File: src/rtl/alu_issue_unit.sv
// Issue unit for a multi-cycle combinational ALU: registers a request onto the ALU,
// waits SETTLE cycles, captures the result and holds it until the consumer accepts.
module alu_issue_unit #(
    parameter int WIDTH  = 23,
    parameter int SETTLE = 2
) (
    input  logic             clk,
    input  logic             rst,

    input  logic             req_valid,
    output logic             req_ready,
    input  logic [WIDTH:0]   req_a,
    input  logic [WIDTH:0]   req_b,
    input  logic [1:0]       req_op,
    input  logic             req_ci,

    output logic [WIDTH:0]   alu_a,
    output logic [WIDTH:0]   alu_b,
    output logic [1:0]       alu_op,
    output logic             alu_ci,

    input  logic [WIDTH:0]   alu_out,
    input  logic             alu_co,
    input  logic             alu_n,
    input  logic             alu_z,
    input  logic             alu_c,
    input  logic             alu_v,

    output logic             rsp_valid,
    input  logic             rsp_ready,
    output logic [WIDTH:0]   rsp_result,
    output logic [3:0]       rsp_flags,
    output logic             rsp_co,

    input  logic             clr_sticky,
    output logic [3:0]       sticky_flags,
    output logic [15:0]      op_count
);

    localparam logic [1:0] OP_DIV     = 2'b10;
    localparam logic [3:0] SETTLE_CNT = 4'(SETTLE);

    if (SETTLE < 1 || SETTLE > 15) begin : g_bad_settle
        $error("alu_issue_unit: SETTLE must be in 1..15");
    end

    typedef enum logic [1:0] {
        IDLE,
        DRIVE,
        HOLD
    } state_t;

    state_t       state;
    state_t       state_next;
    logic [3:0]   settle_cnt;

    logic         accept;
    logic         capture;
    logic         complete;
    logic         div_zero;
    logic [WIDTH:0] cap_result;
    logic [3:0]   cap_flags;
    logic         cap_co;

    // State register only; every decision lives in the combinational process below.
    always_ff @(posedge clk) begin
        // NOTE: sequential state always uses non-blocking assignment so every register
        // samples pre-edge values regardless of statement or process ordering.
        if (rst) begin
            state <= IDLE;
        end else begin
            state <= state_next;
        end
    end

    always_comb begin
        // NOTE: every signal gets a default before the case so no path leaves a
        // variable unassigned, which would otherwise infer a latch.
        state_next = state;
        req_ready  = 1'b0;
        accept     = 1'b0;
        capture    = 1'b0;
        complete   = 1'b0;

        case (state)
            IDLE: begin
                req_ready = !rst;
                accept    = req_valid && !rst;
                if (accept) begin
                    state_next = DRIVE;
                end
            end
            DRIVE: begin
                capture = (settle_cnt == SETTLE_CNT);
                if (capture) begin
                    state_next = HOLD;
                end
            end
            HOLD: begin
                complete = rsp_ready;
                if (complete) begin
                    state_next = IDLE;
                end
            end
            default: begin
                state_next = IDLE;
            end
        endcase
    end

    // alu_* cannot change outside an accept, so divide-by-zero can be judged from them.
    always_comb begin
        div_zero = (alu_op == OP_DIV) && (alu_b == '0);
        if (div_zero) begin
            cap_result = '1;
            cap_flags  = 4'b0001;
            cap_co     = 1'b0;
        end else begin
            cap_result = alu_out;
            cap_flags  = {alu_n, alu_z, alu_c, alu_v};
            cap_co     = alu_co;
        end
    end

    // ALU drive registers and settle counter.
    always_ff @(posedge clk) begin
        if (rst) begin
            alu_a      <= '0;
            alu_b      <= '0;
            alu_op     <= 2'b00;
            alu_ci     <= 1'b0;
            settle_cnt <= 4'd0;
        end else begin
            if (accept) begin
                alu_a      <= req_a;
                alu_b      <= req_b;
                alu_op     <= req_op;
                alu_ci     <= req_ci;
                settle_cnt <= 4'd1;
            end else if (capture) begin
                settle_cnt <= 4'd0;
            end else if (state == DRIVE) begin
                settle_cnt <= settle_cnt + 4'd1;
            end
        end
    end

    // Response, sticky flags and completion counter.
    always_ff @(posedge clk) begin
        if (rst) begin
            rsp_valid    <= 1'b0;
            rsp_result   <= '0;
            rsp_flags    <= 4'b0000;
            rsp_co       <= 1'b0;
            sticky_flags <= 4'b0000;
            op_count     <= 16'd0;
        end else begin
            if (capture) begin
                rsp_valid  <= 1'b1;
                rsp_result <= cap_result;
                rsp_flags  <= cap_flags;
                rsp_co     <= cap_co;
            end else if (complete) begin
                rsp_valid <= 1'b0;
                op_count  <= op_count + 16'd1;
            end

            // A clear coinciding with a capture keeps only the freshly captured flags.
            if (capture) begin
                sticky_flags <= clr_sticky ? cap_flags : (sticky_flags | cap_flags);
            end else if (clr_sticky) begin
                sticky_flags <= 4'b0000;
            end
        end
    end

endmodule

File: config.mk
export PLATFORM = sky130hd
export DESIGN_NAME = alu_issue_unit
export DESIGN_NICKNAME = d
export VERILOG_FILES = /design/src/rtl/alu_issue_unit.sv
export SDC_FILE = /design/constraint.sdc
export NUM_CORES = 1
export LEC_CHECK = 0
export ABC_CLOCK_PERIOD_IN_PS = 3200
export BUFFER_PORTS_ARGS = -buffer_cell sky130_fd_sc_hd__buf_2
export CAP_MARGIN = 20
export CORE_ASPECT_RATIO = 0.5
export CORE_UTILIZATION = 50
export CTS_CLUSTER_SIZE = 10
export DETAILED_ROUTE_END_ITERATION = 12
export PLACE_DENSITY = 0.85
export SETUP_SLACK_MARGIN = 0.05
export SYNTH_ARGS = -nofsm -noshare
export SYNTH_HDL_FRONTEND = slang
export SYNTH_SLANG_ARGS = --single-unit
File: constraint.sdc
create_clock -name clk -period 3.2 [get_ports clk]
set_input_delay 0.16 -clock clk [delete_from_list [all_inputs] [get_ports clk]]
set_output_delay 0.16 -clock clk [all_outputs]
set_load 0.01 [all_outputs]
==> summary.txt, run 1 <==
Clocking
  • Post-CTS Setup Repair Bufs: 0
  • Root buffer cell: clkbuf_16
  • CTS Hold Bufs: 0
  • CTS Buf Count: 9
  • CTS tree: built
  • Clock transition at the register clock pins on the worst setup and hold paths after CTS: ~70 ps
  • # resized after CTS: 0
  • Clock Latency Late Sink: roughly 330 ps
  • H-tree levels: 3
  • Clk buf depth: 2
  • Clock Sinks: 107

Drt
  • Via count: between 3000 and 4000
  • DRC viols: 0
  • Drt pass-1 iters: 4
  • WL/cell: around 13 um
  • DRT antenna net count: 0
  • Initial DRC count: 228
  • Vias per inst: between 5 and 6
  • Routed WL: between 10000 and 15000 um

Worst setup path
  • Crit. End Element: register
  • Worst-path cell chain: inv_1, ha_1, nor3b_2, nand2_1, and3_1, a41o_1
  • CP peak stage delay: 670 ps
  • R2r endpoint: rsp_flags[2]$_SDFFE_PP0P_
  • Setup crit start: settle_cnt[0]$_SDFFE_PP0P_
  • Startpoint types: register
  • Slowest-stage cell, CP: nand2_1
  • Critical path required time: about 3400 ps
  • Setup Crit Path Kind: register to register
  • Worst-path fanout max: 31
  • Worst Reg-to-Reg Cells: 6
  • R2R Path Start: settle_cnt[0]$_SDFFE_PP0P_
  • R2R Setup Slk: around 870 ps
  • Arr. time, crit path: about 2600 ps

Yosys
  • Sequential-to-total area share from yosys stat: a little over half
  • Post-synth top flop: dfxtp_1
  • Synth Area in XOR/XNOR: 2.14%
  • Synth warnings: 0
  • Top-area cell type share of the netlist area: between 50% and 60%
  • Post-synthesis cell type count: 36
  • Cell area after synthesis: between 0.004 and 0.005 sq mm
  • Cell count after synthesis: ~490
  • Yosys reg bits: ~110
  • Simple-gate portion of the synthesized area: between 20% and 30%
  • Compound-Gate Fraction of Synth Area: approximately 16%
  • Largest family of logic cells by synthesized area: simple AND/OR/NAND/NOR gates
  • Avg Inst Size Synth: between 8 and 9 sq um
  • Post-synth ARST share: 0%
  • Post-synth EDFFs: 0
  • Syn Nets: 580
  • Adder-cell share of the synthesized area: less than 1%
  • Synth area leaders: dfxtp_1, nand2_1, a21oi_1
  • Largest area contributor in the netlist: dfxtp_1
  • Multiplexer area fraction after synthesis: 0%

STA
  • Endpoints failing hold: 0
  • Setup violators final: 0
  • Period Utilization, post-route: about 73%
  • Fmax: ~0.43 GHz
  • Worst slew pin tran: approximately 1000 ps
  • Post-layout minimum cycle time: 2330 ps
  • Final slew viol count: 0
  • Clk_skew: around 5.8 ps
  • Final TNS setup: 0 ps
  • RSZ-0062 raised after global routing: no
  • Hold Slack: 56.2 ps
  • Relative slew slack: about a third

Floorplanning
  • Site row count: 22
  • Die area: 0.00858 sq mm
  • Die width: 130 um
  • IO Pins: ~190
  • Chip Height: around 66 um
  • Initial cell density of the core: between 50% and 60%
  • Core area: between 0.007 and 0.008 sq mm

GRT
  • Largest net degree at the start of global routing: a little over 100
  • First-pass GRT wire length: 16300 um
  • Remaining Overflow, GRT: 0
  • Vias in the first global route: 3643
  • Initial antenna violation count: 0
  • Total GRT Usage: approximately a quarter

Placed design
  • Port Buf Inserts: approximately 190
  • GPL Wtd Cong: ~0.74
  • Placed Area: about 0.005 sq mm
  • Post-DP HPWL: slightly below 7000 um

Cells and area
  • Fin area: between 0.005 and 0.006 sq mm
  • Most frequent cells in the layout: buf_2, nand2_1, dfxtp_1
  • Nets: roughly 750
  • Ant diodes: 0
  • Most common cell after layout, fill and taps aside: buf_2
  • Layout cells sized above 1: approximately a third
  • Area growth syn-to-layout: 30.2%

Hold path
  • Hold crit path type: primary input to register
  • Hold path depth: 3
  • Hold endpoint: alu_b[14]$_SDFFE_PP0P_
  • Hold path start: req_b[14]

Power and ir drop
  • Worst ir drop on vdd: approximately 370 uV
  • Lkg Pwr: ~2.5 nW
  • P per Cell Area: roughly 510 mW/mm^2

Status
  • Status: finished, final reports clean

Run
  • Max_cap viols: 0
==> state kept, by name, summed over array words and instances (netlist names) <==
name and count:
rsp_flags 4, rsp_valid 1, alu_ci 1, op_count 16, rsp_result 24, sticky_flags 4
alu_b 24, rsp_co 1, state 2, settle_cnt 4, alu_op 2, alu_a 24
==> through the flow <==
| step | setup WS [ps] | cells | util [%] | total power [W] |
|---|---|---|---|---|
| floorplan | 1500 | 492 | - | 0.00158 |
| global placement | 1020 | 755 | 66.2 | 0.00170 |
| detailed placement | 906 | 755 | 66.2 | 0.00170 |
| CTS | 859 | 771 | 69.9 | 0.00273 |
| global route | 614 | 771 | 69.9 | 0.00283 |
| finish | 871 | 771 | 69.9 | 0.00270 |
==> power breakdown <==
group	internal, W	total, W	switching [W]
clock	0.000568	0.00103	0.000462
combinational	0.000112	0.000267	0.000155
sequential	0.00138	0.00141	0.0000303
total	0.00206	0.00270	0.000647
==> synthesized netlist by cell type, types with 4 or more instances <==
master,count
inv_1,4
nand2_1,111
xor2_1,5
buf_2,11
o21ai_0,4
clkbuf_1,24
o31ai_1,5
nor3_1,8
a21oi_1,65
nand3_1,5
nand4_1,5
a211oi_1,26
a41o_1,6
dfxtp_1,107
xnor2_1,5
nor2_1,60
nor4_1,5
and3_1,9
or4_1,5
==> logic make-up (layout without fill, tap and decap cells) <==
logic type               count (synthesis)  count (layout)
AO/OA/AOI/OAI                          107             107
XOR/XNOR                                10              10
adder cells (fa/ha/maj)                  3               3
buffers and inverters                   39             210
flip-flops                             107             107
AND/OR/NAND/NOR                        226             226
==> layout make-up <==
type,count,area [sq um]
fillers,658,2290
flip-flops and latches,107,2140
multi-input cells,346,1790
repair buffers,190,963
clock buffers,12,256
well taps,108,135
clock inverters,4,25.0
inverters,4,15.0
==> worst max path at each step <==
stage | to | cells past startpoint
2_1_floorplan | rsp_result[10]$_SDFFE_PP0P_ | 8
3_3_place_gp | rsp_flags[2]$_SDFFE_PP0P_ | 6
3_5_place_dp | rsp_flags[2]$_SDFFE_PP0P_ | 6
4_1_cts | rsp_flags[2]$_SDFFE_PP0P_ | 6
5_1_grt | rsp_flags[2]$_SDFFE_PP0P_ | 6
6_report | rsp_flags[2]$_SDFFE_PP0P_ | 6
==> worst max-delay path: cells and delay by family, from the launching register on <==
kind,cells,cell delay (ps)
buf+inv,1,90
fa+ha+maj,1,140
compound gates,1,190
simple gates,3,1460
flops,1,330
==> routing by layer <==
metal | track usage [%] | vias to the layer above | share of wire, %
li1 | - | 2015 | -
met1 | 28.7 | 1827 | 44
met2 | 42.4 | 117 | 49
met3 | 6.31 | 14 | 4.8
met4 | 6.83 | 0 | 1.4
met5 | 0 | - | 0
No activity file was read; power rests on OpenSTA's default activity.
==> inputs of run 2 (changes only) <==
--- a/config.mk
+++ b/config.mk
@@ -5,14 +5,15 @@
 export SDC_FILE = /design/constraint.sdc
 export NUM_CORES = 1
 export LEC_CHECK = 0
-export ABC_CLOCK_PERIOD_IN_PS = 3200
+export ABC_AREA = 1
+export ABC_CLOCK_PERIOD_IN_PS = 1900
 export BUFFER_PORTS_ARGS = -buffer_cell sky130_fd_sc_hd__buf_2
 export CAP_MARGIN = 20
 export CORE_ASPECT_RATIO = 0.5
-export CORE_UTILIZATION = 50
+export CORE_UTILIZATION = 42
 export CTS_CLUSTER_SIZE = 10
 export DETAILED_ROUTE_END_ITERATION = 12
-export PLACE_DENSITY = 0.85
+export PLACE_DENSITY = 0.75
 export SETUP_SLACK_MARGIN = 0.05
 export SYNTH_ARGS = -nofsm -noshare
 export SYNTH_HDL_FRONTEND = slang
==> constraint.sdc (replaced) <==
create_clock -name clk -period 1.9 [get_ports clk]
set_input_delay 0.095 -clock clk [delete_from_list [all_inputs] [get_ports clk]]
set_output_delay 0.095 -clock clk [all_outputs]
set_load 0.01 [all_outputs]
==> summary.txt, run 2 <==
Cells and area
  • Area growth syn-to-layout: 32.6%
  • Largest registers: alu_a x24, alu_b x24, rsp_result x24
  • Layout cells sized above 1: 30.2% (-1.7 points)
  • Non-Filler Instances: 868 (+13%)
  • Ant diodes: 0 (unchanged)
  • Nets: 817 (+9.5%)
  • Most frequent cells in the layout: buf_2, nor2_1, dfxtp_1
  • Layout fillers: 923 (+40%)
  • Most common cell after layout, fill and taps aside: buf_2

Yosys
  • Post-synth top cells: nor2_1, dfxtp_1, o21ai_0, nand2_1, a21oi_1
  • Synth warnings: 0 (unchanged)
  • Most numerous cell in the Yosys netlist: nor2_1
  • Post-synth EDFFs: 0 (unchanged)
  • Syn Nets: 632 (+9.0%)
  • Cell count after synthesis: 544 (+11%)
  • Post-synth ARST share: 0% (unchanged)
  • Synth area leaders: dfxtp_1, nor2_1, o21ai_0
  • Cell area after synthesis: 0.00419 sq mm (+2.2%)
  • Avg Inst Size Synth: 7.70 sq um (-7.5%)
  • Largest area contributor in the netlist: dfxtp_1
  • Top-area cell type share of the netlist area: 51.2% (-1.1 points)
  • Yosys reg bits: 107 (unchanged)
  • Sequential-to-total area share from yosys stat: 51.2% (-1.1 points)
  • Post-synthesis cell type count: 31 (-14%)
  • Post-synth top flop: dfxtp_1

STA
  • RSZ-0062 raised after global routing: no
  • Hold Slack: 8.55 ps (-47.7 ps)
  • Period Utilization, post-route: 88.8% (+16 points)
  • Clk_skew: 6.47 ps (+0.705 ps)
  • Worst slew pin tran: 501 ps (-520 ps)
  • Setup violators final: 0 (unchanged)
  • Final TNS setup: 0 ps (unchanged)
  • Post-layout minimum cycle time: 1690 ps (-642 ps)
  • Relative slew slack: 66.6% (+35 points)
  • Fmax: 0.593 GHz (+38%)
  • Endpoints failing hold: 0 (unchanged)
  • Final slew viol count: 0 (unchanged)

Worst setup path
  • Startpoint types: register
  • Worst-path fanout max: 14 (-55%)
  • Crit. End Element: register
  • Critical path required time: 2170 ps (-1250 ps)
  • Setup Crit Path Kind: register to register
  • Arr. time, crit path: 1960 ps (-590 ps)

Floorplanning
  • Die width: 143 um (+10%)
  • Initial cell density of the core: 43.7% (-10 points)
  • IO Pins: 187 (unchanged)
  • Chip Height: 72.6 um (+10%)
  • Site row count: 25 (+14%)
  • Die area: 0.0104 sq mm (+21%)
  • Core area: 0.00957 sq mm (+26%)

GRT
  • Remaining Overflow, GRT: 0 (unchanged)
  • Largest net degree at the start of global routing: 60 (-41%)
  • First-pass GRT wire length: 17100 um (+4.7%)
  • Initial antenna violation count: 0 (unchanged)
  • Total GRT Usage: 20.9% (-3.0 points)
  • Vias in the first global route: 3590 (-1.5%)

Drt
  • DRC viols: 0 (unchanged)
  • WL/cell: 12.5 um (-5.0%)
  • Routed WL: 10800 um (+6.9%)
  • Vias per inst: 4.71 (-8.6%)
  • DRT antenna net count: 0 (unchanged)
  • Initial DRC count: 263 (+15%)
  • Via count: 4090 (+2.9%)
  • Drt pass-1 iters: 4 (unchanged)

Clocking
  • CTS tree: built
  • Clk buf depth: 2 (unchanged)
  • # resized after CTS: 0 (unchanged)
  • Clock transition at the register clock pins on the worst setup and hold paths after CTS: 70 ps (about the same)
  • Clock Sinks: 107 (unchanged)
  • Clock Latency Late Sink: 330 ps (about the same)
  • CTS Buf Count: 9 (unchanged)
  • H-tree levels: 3 (unchanged)
  • Root buffer cell: clkbuf_16

Power and ir drop
  • Worst ir drop on vdd: 595 uV (+62%)
  • P per Cell Area: 840 mW/mm^2 (+66%)
  • Lkg Pwr: 2.72 nW (+9.4%)

Placed design
  • Placed insts: 844 (+12%)
  • Port Buf Inserts: 186 (unchanged)
  • Post-DP HPWL: 7610 um (+13%)
  • GPL Wtd Cong: 0.813 (+10%)

Hold path
  • Hold crit path type: primary input to register

Run
  • Max_cap viols: 0 (unchanged)

Status
  • Status: finished, final reports clean
==> run 2: area by class of cell <==
cell class                 count  area, sq um  area share, %
sequential                   107         2140           38.6
multi-input combinational    383         1790           32.2
timing repair buffer         199         1060           19.1
clock buffer                  13          270           4.87
tap                          135          169           3.04
inverter                      29          111           2.01
clock inverter                 2         10.0          0.180
==> run 2: worst paths after layout <==
check             slack (ps)                          to                       start  cells after the start
setup / recovery         210  settle_cnt[3]$_SDFFE_PP0N_  settle_cnt[0]$_SDFFE_PP0P_                      7
hold / removal             9       alu_b[6]$_SDFFE_PP0P_                    req_b[6]                      3
setup reg to reg         210  settle_cnt[3]$_SDFFE_PP0N_  settle_cnt[0]$_SDFFE_PP0P_                      7
hold reg to reg          450         rsp_co$_SDFFE_PP0P_         rsp_co$_SDFFE_PP0P_                      2
==> run 2: timing repair <==
| item | CTS | global route |
|---|---|---|
| hold buffers | 8 | 0 |
| setup buffers | 0 | 0 |
| endpoints found under the setup margin | 0 | 34 |
| endpoints found under the hold margin | 9 | 0 |
==> run 2: cells by family after synthesis <==
family | share of synthesized area [%]
simple gates | 25.6
compound gates | 15.2
flops | 51.2
buf+inv | 6.28
xor+xnor | 0.837
fa+ha+maj | 0.897
==> run 2: power breakdown <==
part / leakage [nW] / switching (W) / internal [W]
Sequential: 0.871 / 0.0000574 / 0.00233
Clock: 0.141 / 0.000766 / 0.000986
Combinational: 1.71 / 0.000294 / 0.000227
==> run 2: routing by layer <==
| metal | vias up | GRT usage (%) | part of all wire (%) |
|---|---|---|---|
| met2 | 94 | 35.7 | 49 |
| met4 | 0 | 6.09 | 1.1 |
| met3 | 12 | 5.38 | 4.2 |
| li1 | 2141 | - | - |
| met1 | 1843 | 26.3 | 46 |
| met5 | - | 0 | 0 |
==> run 2: worst max-delay path: stages, from the launching register on <==
cell	delay, ps
dfxtp_1	390
inv_1	80
ha_1	190
nand2_1	210
nor2_4	130
nor2_1	410
nand2_4	100
nor2_2	110
==> run 2: stage by stage <==
stage	util, %	setup slack, ps	power (W)	cell area, sq um
floorplan	-	570	0.00273	4190
global route	58.0	88.6	0.00488	5550
global placement	54.2	216	0.00294	5180
CTS	57.9	90.1	0.00472	5550
finish	58.0	213	0.00466	5550
detailed placement	54.2	128	0.00295	5180
==> inputs of run 3 (changes only) <==
--- a/config.mk
+++ b/config.mk
@@ -5,7 +5,7 @@
 export SDC_FILE = /design/constraint.sdc
 export NUM_CORES = 1
 export LEC_CHECK = 0
-export ABC_AREA = 1
+export ABC_AREA = 0
 export ABC_CLOCK_PERIOD_IN_PS = 1900
 export BUFFER_PORTS_ARGS = -buffer_cell sky130_fd_sc_hd__buf_2
 export CAP_MARGIN = 20
@@ -13,7 +13,7 @@
 export CORE_UTILIZATION = 42
 export CTS_CLUSTER_SIZE = 10
 export DETAILED_ROUTE_END_ITERATION = 12
-export PLACE_DENSITY = 0.75
+export PLACE_DENSITY_LB_ADDON = 0.3
 export SETUP_SLACK_MARGIN = 0.05
 export SYNTH_ARGS = -nofsm -noshare
 export SYNTH_HDL_FRONTEND = slang
==> summary.txt, run 3 (same netlist as run 1, synthesis figures left out) <==
Drt
  • DR top layer: met4
  • DRC viols: 0 (unchanged)
  • Via count: 4192 (+2.5%)
  • Vias per inst: 4.88 (+3.6%)
  • Initial DRC count: 207 (-21%)
  • M1 WL: 5010 um (+0.24%)
  • DR WL met3: 644 um (+43%)
  • Wire length on met2: 5330 um (+1.0%)
  • Drt pass-1 iters: 5 (+1)
  • WL/cell: 13.0 um (+4.1%)
  • Routed WL: 11200 um (+3.0%)
  • DRT antenna net count: 0 (unchanged)

GRT
  • First-pass GRT wire length: 17100 um (+0.16%)
  • Largest net degree at the start of global routing: 59 (-1.7%)
  • Remaining Overflow, GRT: 0 (unchanged)
  • Initial antenna violation count: 0 (unchanged)
  • Vias in the first global route: 3712 (+3.4%)
  • Total GRT Usage: 21.1% (+0.21 points)

STA
  • Post-layout minimum cycle time: 1710 ps (+17.9 ps)
  • Final slew viol count: 0 (unchanged)
  • Worst slew pin tran: 602 ps (+102 ps)
  • Fmax: 0.586 GHz (-1.0%)
  • Setup violators final: 0 (unchanged)
  • Clk_skew: 8.53 ps (+2.06 ps)
  • Final TNS setup: 0 ps (unchanged)
  • Endpoints failing hold: 0 (unchanged)
  • Hold Slack: 19.6 ps (+11.0 ps)
  • Period Utilization, post-route: 89.8% (+0.94 points)
  • Relative slew slack: 59.8% (-6.7 points)
  • RSZ-0062 raised after global routing: no

Worst setup path
  • Arr. time, crit path: 1970 ps (about the same)
  • R2R Path Start: op_count[0]$_SDFFE_PP0P_
  • Startpoint types: register
  • Setup crit start: op_count[0]$_SDFFE_PP0P_
  • Worst-path fanout max: 6 (-8)
  • Setup Crit Path Kind: register to register
  • Slowest-stage cell, CP: or4_1
  • CP peak stage delay: 480 ps (+70 ps)
  • Critical path required time: 2170 ps (about the same)
  • Worst-path cell chain: ha_1, and4b_2, nand2_2, or4_1, a21oi_1
  • Crit. End Element: register

Cells and area
  • Most frequent cells in the layout: buf_2, nand2_1, dfxtp_1
  • Most common cell after layout, fill and taps aside: buf_2
  • Sequential cell area: 0.00214 sq mm (unchanged)
  • Layout cells sized above 1: 30.2% (+0.099 points)
  • Largest registers: alu_a x24, alu_b x24, rsp_result x24
  • Area growth syn-to-layout: 47.0%
  • Ant diodes: 0 (unchanged)
  • Layout fillers: 845 (-8.5%)
  • Nets: 809 (-0.98%)
  • Area of the multi-input gates: 0.00180 sq mm (+0.91%)

Clocking
  • CTS tree: built
  • Clock transition at the register clock pins on the worst setup and hold paths after CTS: 70 ps (about the same)
  • Clk buf depth: 2 (unchanged)
  • CTS Buf Count: 9 (unchanged)
  • Root buffer cell: clkbuf_16
  • Clock Latency Late Sink: 340 ps (about the same)
  • Clock Sinks: 107 (unchanged)
  • H-tree levels: 3 (unchanged)

Run
  • Max_cap viols: 0 (unchanged)

Power and ir drop
  • Clk pwr share: 38.2% (+0.6 points)
  • Sw Pwr: 0.00110 W (-1.3%)
  • P per Cell Area: 787 mW/mm^2 (-6.2%)
  • Lkg Pwr: 2.78 nW (+2.1%)
  • Share of power burned in registers: 50.0% (-1.2 points)
  • Sw frac: 23.3% (-0.71 points)
  • Worst ir drop on vdd: 508 uV (-15%)
  • Int Pwr: 0.00364 W (+2.6%)
  • Gate power share: 11.8% (+0.6 points)

Floorplanning
  • Die area: 0.0102 sq mm (-2.1%)
  • Site row count: 25 (unchanged)
  • Initial cell density of the core: 43.4% (-0.39 points)
  • Die width: 142 um (-1.1%)
  • IO Pins: 187 (unchanged)
  • Chip Height: 71.8 um (-1.1%)
  • Core area: 0.00945 sq mm (-1.3%)

Status
  • Status: finished, final reports clean

Hold path
  • Hold crit path type: primary input to register
  • Hold path start: alu_n

Placed design
  • Port Buf Inserts: 186 (unchanged)
  • GPL Wtd Cong: 0.757 (-6.9%)
  • Post-DP HPWL: 6980 um (-8.3%)
[run 3: cell types whose count changed in the layout (fill, tap and decap cells not counted), moves of 6 or more]
| cell | change |
|---|---|
| nor2_1 | -93 |
| o21ai_0 | -70 |
| nand2_1 | +60 |
| dlygate4sd3_1 | +45 |
| a211oi_1 | +26 |
| a21oi_1 | +24 |
| inv_1 | -22 |
| nand3_1 | -17 |
| and3_1 | +9 |
| buf_4 | +8 |
| a41o_1 | +6 |
| o21ai_1 | -6 |
[run 3: repair_timing]
item	CTS	global route
setup endpoints to repair	0	2
resized for setup	0	2
buffers inserted	0	0
endpoints found under the hold margin	54	0
hold buffers	53	0
[run 3: metal layers]
layer / GRT usage [%] / up-vias
met5: 0 / -
met4: 7.77 / 0
met3: 6.28 / 14
met2: 35.5 / 126
met1: 26.0 / 1921
li1: - / 2131
[run 3: cell type report]
cell class	instances	area share, %
flip-flops and latches	107	35.6
repair buffers	253	26.7
inverters	4	0.249
clock inverters	2	0.623
well taps	135	2.81
multi-input cells	346	30.0
clock buffers	12	4.09
[run 3: metrics by stage]
step / setup WS, ps / power (W) / instances / util [%] / instance area (sq um)
detailed placement: 188 / 0.00288 / 792 / 55.0 / 5200
floorplan: 202 / 0.00266 / 492 / - / 4100
global placement: 245 / 0.00288 / 792 / 55.0 / 5200
global route: 70.3 / 0.00493 / 859 / 63.7 / 6020
CTS: 172 / 0.00479 / 859 / 63.6 / 6010
finish: 195 / 0.00474 / 859 / 63.7 / 6020
[run 3: critical path: cells and delay by family, from the launching register on]
kind / cells / cell delay [ps]
fa+ha+maj: 1 / 180
compound gates: 1 / 150
simple gates: 3 / 900
flops: 1 / 410
[run 3: worst paths after layout]
path	slack [ps]	end	cells past startpoint
worst max-delay path	190	op_count[14]$_SDFFE_PP0P_	5
worst min-delay path	20	sticky_flags[3]$_SDFFE_PP0P_	2
worst max register to register	190	op_count[14]$_SDFFE_PP0P_	5
worst min register to register	450	alu_a[18]$_SDFFE_PP0P_	2
[run 3: power by group through the flow]
stage               Sequential (W)  Combinational (W)  Clock (W)
global placement           0.00242           0.000459          0
floorplan                  0.00245           0.000214          0
finish                     0.00237           0.000557    0.00181
global route               0.00238           0.000611    0.00194
CTS                        0.00237           0.000551    0.00187
detailed placement         0.00242           0.000465          0
